File: config.mk
export PLATFORM = sky130hd
export DESIGN_NAME = weight_load_ctrl
export DESIGN_NICKNAME = d
export VERILOG_FILES = /design/src/rtl/weight_load_ctrl.sv
export SDC_FILE = /design/constraint.sdc
export NUM_CORES = 1
export LEC_CHECK = 0
export ABC_AREA = 1
export BUFFER_PORTS_ARGS = -buffer_cell sky130_fd_sc_hd__buf_2
export CAP_MARGIN = 20
export CORE_AREA = 2 2 63 65
export DETAILED_ROUTE_END_ITERATION = 8
export DIE_AREA = 0 0 65 67
export PLACE_DENSITY = 0.6
export SLEW_MARGIN = 25
export SYNTH_ARGS = -nofsm -noshare
export SYNTH_HDL_FRONTEND = slang
export SYNTH_SLANG_ARGS = --single-unit
File: constraint.sdc
create_clock -name CLOCK -period 2.8 [get_ports CLOCK]
set_clock_uncertainty 0.15 [all_clocks]
set_input_delay 0.84 -clock CLOCK [delete_from_list [all_inputs] [get_ports CLOCK]]
set_output_delay 0.84 -clock CLOCK [all_outputs]
set_load 0.05 [all_outputs]
File: src/rtl/weight_load_ctrl.sv
// Weight load sequencer: walks a contiguous weight RAM region and drives the
// RAM-to-unit mux with unit_sel/write/w_index aligned to the one-cycle RAM read latency.
module weight_load_ctrl #(
  parameter int NUM_UNITS        = 4,
  parameter int WEIGHTS_PER_UNIT = 16,
  parameter int ADDR_W           = 8,
  parameter int IDX_W            = 4
) (
  input  logic              CLOCK,
  input  logic              RESET_N,
  input  logic              start,
  input  logic [ADDR_W-1:0] base_addr,
  input  logic              hold,
  output logic [ADDR_W-1:0] ram_addr,
  output logic              ram_en,
  output logic [1:0]        unit_sel,
  output logic              write,
  output logic [IDX_W-1:0]  w_index,
  output logic              busy,
  output logic              done
);

  typedef enum logic [1:0] {IDLE, FETCH, DRAIN, DONE} state_t;

  localparam logic [1:0]       U_LAST = 2'(NUM_UNITS - 1);
  localparam logic [IDX_W-1:0] I_LAST = IDX_W'(WEIGHTS_PER_UNIT - 1);

  state_t            state_reg;
  logic [ADDR_W-1:0] addr_reg;
  logic [1:0]        u_reg;
  logic [IDX_W-1:0]  i_reg;
  logic [1:0]        sel_reg;
  logic [IDX_W-1:0]  idx_reg;
  logic              write_reg;
  logic              busy_reg;
  logic              done_reg;
  logic              issue;
  logic              last_issue;

  // The region is contiguous, so the address is just base plus a running count.
  assign issue      = (state_reg == FETCH) && !hold;
  assign last_issue = issue && (u_reg == U_LAST) && (i_reg == I_LAST);

  always_ff @(posedge CLOCK) begin
    if (!RESET_N) begin
      state_reg <= IDLE;
      addr_reg  <= '0;
      u_reg     <= '0;
      i_reg     <= '0;
      sel_reg   <= '0;
      idx_reg   <= '0;
      write_reg <= 1'b0;
      busy_reg  <= 1'b0;
      done_reg  <= 1'b0;
    end else begin
      // Data stage: one cycle behind the issued address, matching RAM latency.
      write_reg <= issue;
      if (issue) begin
        sel_reg  <= u_reg;
        idx_reg  <= i_reg;
        addr_reg <= addr_reg + 1'b1;
        if (i_reg == I_LAST) begin
          i_reg <= '0;
          u_reg <= u_reg + 1'b1;
        end else begin
          i_reg <= i_reg + 1'b1;
        end
      end

      case (state_reg)
        IDLE: begin
          done_reg <= 1'b0;
          if (start) begin
            state_reg <= FETCH;
            addr_reg  <= base_addr;
            u_reg     <= '0;
            i_reg     <= '0;
            busy_reg  <= 1'b1;
          end
        end
        FETCH: begin
          if (last_issue) begin
            state_reg <= DRAIN;
          end
        end
        DRAIN: begin
          state_reg <= DONE;
          busy_reg  <= 1'b0;
          done_reg  <= 1'b1;
        end
        DONE: begin
          state_reg <= IDLE;
          done_reg  <= 1'b0;
        end
        default: begin
          state_reg <= IDLE;
          busy_reg  <= 1'b0;
          done_reg  <= 1'b0;
        end
      endcase
    end
  end

  assign ram_addr = addr_reg;
  assign ram_en   = issue;
  assign unit_sel = sel_reg;
  assign write    = write_reg;
  assign w_index  = idx_reg;
  assign busy     = busy_reg;
  assign done     = done_reg;

endmodule

==> flow_summary.yaml <==
power:
  ir_drop_v: 0.000486
  pwr-share-seq_pct: 36.0
  clkPwrFrac_pct: 15.1
  powerDensity_nw_per_um2: 975
  sw_frac_of_total_pct: 48.2
  p_comb_share_pct: 48.8
  leakage_nw: 0.741
  switching_power_mw: 0.687
  internal_power_mw: 0.737
floorplanning:
  die_h_um: 67
  fp.dieW_um: 65
  start_util_pct: 33.9
  core_area_um2: 3610
  dieArea_um2: 4360
  std_cell_rows: 22
  pin_count: 30
timing:
  max_freq_mhz: 421
  min_period_over_period_pct: 84.8
  final_hold_viol_count: 0
  rsz0062_at_grt: "no"
  slew_headroom_pct: 78.9
  worst_pin_slew_ns: 0.315
  period_needed_ns: 2.37
  drv_slew: 0
  finalSetupViolations: 0
  fin_tns_setup_ns: 0
cells_and_area:
  largest_reg_flops: 8
  final_cell_mix: "36 x nand2_1, 29 x buf_2, 25 x dfxtp_1"
  final_common_cell: "nand2_1"
  syn2layout_area_growth_pct: 19.3
  n_antenna_cell: 0
  nets: 212
  fin_util_pct: 40.5
  drive_gt1_share_pct: 22.9
route:
  route.detailed.drc: 0
  routed_wl_um: 2470
  via_per_inst: 4.54
  postRouteAntennaNets: 0
  dr.pass1.iters: 4
  dr_total_vias: 1090
  wl_per_cell_um: 10.3
  drt_iter0_markers: 35
synthesis:
  avgSynthCellArea_um2: 7.60
  yosysSeqAreaShare_pct: 40.9
  yosysUniqueCellTypes: 27
  syn_nets: 180
  ys_seq_elements: 25
  synth-warning-count: 0
  syn_area_um2: 1220
  syn_inst: 161
global_routing:
  grt_pass1_wl_um: 4220
  antenna_found_initial: 0
  gr-total-overflow: 0
  grt_usage_pct: 12.8
  grt_pass1_vias: 971
  grt_max_degree: 17
clocking:
  clock_latency_ns: 0.27
  htree_num_levels: 1
  numCtsBuffers: 3
  cts-root-buf: "clkbuf_8"
  cts_resized: 0
  cts.sinks: 25
  clock_path_buffers: 2
  cts_setup_buffers: 0
  tritoncts: "done"
  postCtsHoldBufs: 0
  clk_pin_slew_ns: 0.08
setup_path:
  worstPathRequired_ns: 1.81
  rr_endpoint: "ram_addr[2]"
  r2r_start: "state_reg[0]"
  critPathCaptureType: "output pin"
  cp-startpoint: "state_reg[1]"
  endpoint: "ram_en"
  crit_type: "reg -> out"
  rrSetupSlack_ns: 1.07
  reg2regPathDepth: 9
  cp_data_arrival_time_ns: 1.38
  setup.worst_path.start_class: "flip-flop"
  worst-path-max-fanout: 4
min_path:
  hp-class: "reg -> reg"
placed_design:
  portBuffers: 29
  place.gp.congestion: 0.765
  hpwlAfterDp_um: 1870
job:
  cap_viol_max_count: 0
status:
  status: "completed"
-- metrics by stage --
stage | area [um^2] | setup slack, ns | hold WS, ns | std cells | power [mW]
after floorplan | 1220 | 0.600 | 0.297 | 161 | 1.08
after global placement | 1420 | 0.454 | 0.315 | 236 | 1.22
after detailed placement | 1420 | 0.458 | 0.314 | 236 | 1.23
after CTS | 1460 | 0.413 | 0.335 | 240 | 1.44
after global routing | 1460 | 0.328 | 0.372 | 240 | 1.55
final | 1460 | 0.427 | 0.327 | 240 | 1.42
-- per-layer routing --
metal	part of all wire (%)	vias to the layer above	track usage, %
met5	0	-	0
met4	0.77	0	3.99
met3	5.9	2	3.89
met2	46	24	21.8
met1	47	485	15.5
li1	-	579	-
-- logic make-up (layout without fill, tap and decap cells) --
logic type | count (synthesis) | count (layout) | synth area share (%)
buffers and inverters | 26 | 57 | 9.10
AOI/OAI and AO/OA | 31 | 31 | 14.2
DFF | 25 | 25 | 40.9
xor gates and xnor gates | 4 | 4 | 2.86
and+or+nand+nor | 68 | 68 | 25.8
adders and majority gates | 7 | 7 | 7.16
-- worst min path at each step --
stage	cells past startpoint	from	endpoint
finish	2	w_index[3]	w_index[3]
global route	2	i_reg[1]	i_reg[1]
CTS	2	w_index[3]	w_index[3]
detailed placement	2	w_index[3]	w_index[3]
global placement	2	w_index[3]	w_index[3]
floorplan	2	u_reg[1]	u_reg[1]
-- cell usage after synthesis (all sizes together) --
cell     n  area, um^2
dfxtp   25         500
nand4    2        18.8
ha       7        87.6
o211ai   1        7.51
nand2   37         141
inv     22        82.6
a21oi   14        73.8
nand3    9        45.0
nand3b   2        15.0
buf      3        23.8
clkbuf   1        5.00
or2      1        6.26
a211oi   1        12.5
o21ai   14        70.1
xnor2    1        8.76
o211a    1        10.0
nor2    17        88.8
xor2     3        26.3
-- area by class of cell --
type	count	area, um^2
fill	388	2150
tap	48	60.1
multi-input combinational	110	612
sequential	25	500
timing repair buffer	31	160
clock buffer	4	45.0
inverter	22	82.6
-- power groups by stage --
stage	clock [mW]	sequential, mW	combinational [mW]
final	0.215	0.513	0.695
after global routing	0.237	0.529	0.784
after CTS	0.223	0.514	0.705
after detailed placement	0	0.521	0.704
after global placement	0	0.522	0.701
after floorplan	0	0.757	0.327
-- worst max-delay path, stage by stage, from the launching register on --
cell,delay (ns)
dfxtp_1,0.33
inv_1,0.09
ha_1,0.24
inv_2,0.08
nor2_4,0.10
buf_2,0.27
Power figures use the tool's default switching activity.
